===== src/rtl/shift_arbiter.sv =====
// Round-robin sharing of one left/right barrel shifter pair between two issue slots,
// with a single registered, ID-tagged result stage and a saturating refusal counter.
module shift_arbiter #(
    parameter int N   = 24,
    parameter int SEL = 5
) (
    input  logic           clk,
    input  logic           rst,
    input  logic           a_valid,
    output logic           a_ready,
    input  logic [N-1:0]   a_data,
    input  logic [SEL-1:0] a_amt,
    input  logic           a_dir,
    input  logic           b_valid,
    output logic           b_ready,
    input  logic [N-1:0]   b_data,
    input  logic [SEL-1:0] b_amt,
    input  logic           b_dir,
    output logic           rsp_valid,
    input  logic           rsp_ready,
    output logic           rsp_id,
    output logic [N-1:0]   rsp_data,
    output logic [7:0]     busy_cnt
);

    // Amounts at or beyond the data width flush to zero in both directions.
    function automatic logic [N-1:0] barrel_shift(input logic [N-1:0] d,
                                                  input logic [SEL-1:0] amt,
                                                  input logic dir);
        logic [N-1:0] sh_left;
        logic [N-1:0] sh_right;
        sh_left  = d << amt;
        sh_right = d >> amt;
        if (int'(amt) >= N)
            return '0;
        return dir ? sh_right : sh_left;
    endfunction

    function automatic logic [7:0] sat_inc(input logic [7:0] x);
        return (x == 8'hFF) ? x : x + 8'd1;
    endfunction

    logic           vld_p1_q, vld_p1_d;
    logic           id_p1_q, id_p1_d;
    logic [N-1:0]   data_p1_q, data_p1_d;
    logic           last_q, last_d;
    logic [7:0]     busy_q, busy_d;

    logic           free;
    logic           grant_a, grant_b;
    logic           accept;
    logic [N-1:0]   op_data;
    logic [SEL-1:0] op_amt;
    logic           op_dir;

    always_comb begin
        free    = ~vld_p1_q | rsp_ready;
        // last_q = 1 means B won last, so A takes the next contested cycle.
        grant_a = a_valid & (~b_valid | last_q);
        grant_b = b_valid & (~a_valid | ~last_q);
        a_ready = free & grant_a & ~rst;
        b_ready = free & grant_b & ~rst;
        accept  = a_ready | b_ready;

        op_data = grant_b ? b_data : a_data;
        op_amt  = grant_b ? b_amt  : a_amt;
        op_dir  = grant_b ? b_dir  : a_dir;

        vld_p1_d  = vld_p1_q;
        id_p1_d   = id_p1_q;
        data_p1_d = data_p1_q;
        last_d    = last_q;
        busy_d    = busy_q;

        if (accept) begin
            vld_p1_d  = 1'b1;
            id_p1_d   = grant_b;
            data_p1_d = barrel_shift(op_data, op_amt, op_dir);
            last_d    = grant_b;
        end else if (rsp_ready) begin
            vld_p1_d = 1'b0;
        end

        if ((a_valid & ~a_ready) | (b_valid & ~b_ready))
            busy_d = sat_inc(busy_q);
    end

    // ---- result stage p1 ----
    always_ff @(posedge clk) begin
        if (rst) begin
            vld_p1_q  <= 1'b0;
            id_p1_q   <= 1'b0;
            data_p1_q <= '0;
            last_q    <= 1'b1;
            busy_q    <= 8'd0;
        end else begin
            vld_p1_q  <= vld_p1_d;
            id_p1_q   <= id_p1_d;
            data_p1_q <= data_p1_d;
            last_q    <= last_d;
            busy_q    <= busy_d;
        end
    end

    assign rsp_valid = vld_p1_q;
    assign rsp_id    = id_p1_q;
    assign rsp_data  = data_p1_q;
    assign busy_cnt  = busy_q;

endmodule


===== config.mk =====
export PLATFORM = sky130hd
export DESIGN_NAME = shift_arbiter
export DESIGN_NICKNAME = d
export VERILOG_FILES = /design/src/rtl/shift_arbiter.sv
export SDC_FILE = /design/constraint.sdc
export NUM_CORES = 1
export LEC_CHECK = 0
export CORE_AREA = 2 2 169 138
export CTS_BUF_LIST = sky130_fd_sc_hd__clkbuf_2
export DETAILED_ROUTE_END_ITERATION = 8
export DIE_AREA = 0 0 171 140
export DONT_BUFFER_PORTS = 1
export PLACE_DENSITY = 0.38
export SLEW_MARGIN = 20
export SYNTH_ARGS = -nofsm -noshare
export SYNTH_HDL_FRONTEND = slang
export SYNTH_SLANG_ARGS = --single-unit
export TNS_END_PERCENT = 100

===== constraint.sdc =====
create_clock -name clk -period 2.4 [get_ports clk]
set_input_delay 0.48 -clock clk [delete_from_list [all_inputs] [get_ports clk]]
set_output_delay 0.48 -clock clk [all_outputs]
set_load 0.01 [all_outputs]

==> results of run 1 <==
==> routing by layer <==
metal	global-route usage, %	up-vias
li1	-	2857
met1	31.9	3023
met2	32.6	304
met3	5.17	26
met4	3.17	0
met5	0	-
==> power by group through the flow <==
| stage | registers (mW) | logic (mW) | clock network [mW] |
|---|---|---|---|
| 2_1_floorplan | 0.682 | 0.901 | 0 |
| 3_3_place_gp | 0.702 | 1.48 | 0 |
| 3_5_place_dp | 0.703 | 1.47 | 0 |
| 4_1_cts | 0.691 | 1.51 | 0.418 |
| 5_1_grt | 0.698 | 1.69 | 0.450 |
| 6_report | 0.689 | 1.59 | 0.397 |
==> final cells by class <==
class                   count  area [µm²]  area share [%]
multi-input cells         606        4580            67.6
inverters                   5        18.8           0.277
repair buffers            123        1030            15.2
well taps                 306         383            5.65
clock inverters             3        38.8           0.572
clock buffers               5        25.0           0.369
flip-flops and latches     35         704            10.4
==> timing repair <==
action	4_1_cts	5_1_grt
pin swaps	3	7
resized for setup	15	35
setup endpoints to repair	20	19
setup buffers	2	1
==> cells in the final DEF, fill, tap and decap left out, types with 12 or more instances in the layout <==
cell type  Yosys  layout
dfxtp_1       35      34
nor2b_1       12      12
mux4_2        18      18
nand2_1       77      77
o21ai_0       35      31
mux2i_1       96      89
a21oi_1       59      54
nor2_1        68      67
mux2_2        39      38
a211oi_1      27      26
nor3_1        17      14
buf_4         10     109
nand3_1       19      18
==> worst max-delay path by stage <==
stage | endpoint | slack (ps) | cells after the start
3_5_place_dp | rsp_data[14] | -430 | 7
2_1_floorplan | rsp_data[14] | 90 | 6
5_1_grt | rsp_data[17] | -20 | 10
6_report | rsp_data[14] | 50 | 8
4_1_cts | rsp_data[15] | -20 | 10
3_3_place_gp | rsp_data[14] | -410 | 7
==> cells by family (layout without fill, tap and decap cells) <==
group | after synthesis | count (layout) | synth area share (%)
buf+inv | 68 | 136 | 6.61
fa+ha+maj | 1 | 1 | 0.230
flops | 35 | 35 | 12.9
mux | 156 | 156 | 33.9
xor+xnor | 7 | 7 | 1.12
compound gates | 215 | 215 | 26.5
simple gates | 227 | 227 | 18.8
==> registers in the layout (all words and copies together), names as in the netlist <==
signal / cells
rsp_data: 24
last_q: 1
busy_cnt: 8
rsp_valid: 1
rsp_id: 1
==> per-stage QoR <==
step                      area (µm²)  util (%)  hold slack (ps)  cells
final                           6780      30.5             96.0   1083
after global routing            6780      30.5             32.2   1083
after CTS                       6620      29.8             61.5   1082
after detailed placement        6460      29.1              484   1072
after global placement          6460      29.1              484   1072
after floorplan                 5450         -              463    709
==> critical path, delay by kind of cell, from the launching register on <==
family | cells | cell delay, ps
buf+inv | 2 | 290
flops | 1 | 410
mux | 2 | 870
simple gates | 1 | 180
compound gates | 3 | 560
==> results.py, run 1 <==
metrics = {
    "cts": {
        "clk_latency_ps": 420,
        "hold_buffers": 0,
        "cts_sinks": 35,
        "cts_buffer_depth": 2,
        "clk_pin_slew_ps": 210,
        "cts_tree": "yes",
        "cts-buffers-inserted": 5,
        "cts_root_buf": "clkbuf_2",
        "ctsHtreeMaxLevel": 2,
    },
    "worst_setup_path": {
        "critPathKind": "reg -> reg",
        "r2r-start": "last_q",
        "worstSetupStartpoint": "last_q",
        "worst_ep_arrival_time_ps": 2730,
        "cp-end-kind": "flop",
        "r2r_slack_ps": 50,
        "cpPeakStageDelay_ps": 560,
        "slowest_stage": "mux4_2",
        "r2r_end": "rsp_data[14]",
        "crit_required_ps": 2780,
        "critPathMaxFanout": 5,
        "critPathLaunchType": "flop",
        "r2r_cells": 8,
        "crit_chain": "a21boi_4 -> buf_12 -> mux2i_4 -> buf_6 -> mux4_2 -> and3_4 -> a311oi_2 -> a32o_2",
    },
    "drt": {
        "top_layer_used": "met4",
        "vias_per_cell": 5.73,
        "vias": 6210,
        "wl_met2_um": 11400,
        "drt-initial-drc-count": 513,
        "routedWlPerCell_um": 24.5,
        "wl_met3_um": 2390,
        "wl_met1_um": 12300,
        "drc": 0,
        "drt_pre_antenna_iters": 5,
        "ant_nets": 0,
        "wirelength_um": 26500,
    },
    "synthesis": {
        "yosys-top-cells-area": "mux2i_1, dfxtp_1, mux2_2",
        "synth_top_area_share_pct": 17.6,
        "avgSynthCellArea_um2": 7.69,
        "synth_area_mm2": 0.00545,
        "async_reset_ff_share_pct": 0,
        "synth_common_cells": "mux2i_1, nand2_1, nor2_1, a21oi_1, mux2_2",
        "synth-edff-count": 0,
        "synthCells": 709,
        "yosysTopAreaCell": "mux2i_1",
        "ys.flop_type": "dfxtp_1",
        "ys_types": 60,
        "synth.ff_latch_count": 35,
        "seq_area_frac_synth_pct": 12.9,
        "syn_nets": 775,
        "yosys_warnings": 0,
        "synth_most_common_cell": "mux2i_1",
    },
    "cells_and_area": {
        "drive_gt1_share_pct": 29.3,
        "area_growth_pct": 24.3,
        "num-nets-final": 842,
        "fill_cells": 2406,
        "diodes": 0,
    },
    "power_and_ir_drop": {
        "p_sw_mw": 1.15,
        "internal-power_mw": 1.52,
        "vdd_drop_max_mv": 0.166,
        "power_density_mw_per_mm2": 395,
        "leakagePower_nw": 2.64,
        "power_frac_comb_pct": 59.4,
        "switching_share_pct": 43.1,
        "power_mw": 2.68,
        "p_seq_share_pct": 25.8,
        "power_frac_clock_pct": 14.8,
    },
    "sta": {
        "worstMarginPinSlew_ps": 582,
        "fin_crit_sh_pct": 98.1,
        "hold_viol": 0,
        "skew_ps": 13.9,
        "drv_slew": 0,
        "slew_headroom_pct": 61.2,
        "grt_setup_unrepaired": "true",
        "worst_slack_ps": 45.6,
        "setup_tns_ps": 0,
        "setup_violations": 0,
        "min_period_ps": 2350,
        "fmax_ghz": 0.425,
    },
    "worst_hold_path": {
        "min_path_type": "in -> reg",
        "hold_path_depth": 1,
        "min_to": "busy_cnt[6]",
        "hold_start": "rst",
    },
    "placed_design": {
        "io_buffers": 0,
        "dp_worst_setup_slack_ps": -434,
        "dp_hpwl_um": 21600,
        "globalplace.congestion": 0.954,
    },
    "global_route": {
        "first_global_vias": 5948,
        "antenna_found_initial": 1,
        "grt_max_degree": 62,
        "overflow": 0,
        "grt_usage_pct": 21.7,
        "grt_pass1_wl_um": 39300,
    },
    "floorplan": {
        "io_pins": 101,
        "start_util_pct": 24.6,
        "core_mm2": 0.0222,
        "core.rowCount": 49,
        "die_w_um": 171,
        "fp.dieH_um": 140,
        "die_area_mm2": 0.0239,
    },
    "flow_run": {
        "drv_cap": 0,
    },
    "status": {
        "status": "finished, final reports clean",
    },
}
(Power assumes the default switching activity.)
==> inputs of run 2 (changes only) <==
- TNS_END_PERCENT: 100 -> unset
==> results of run 2 <==
The final DEF is identical to that of run 1; final timing and power are the same.
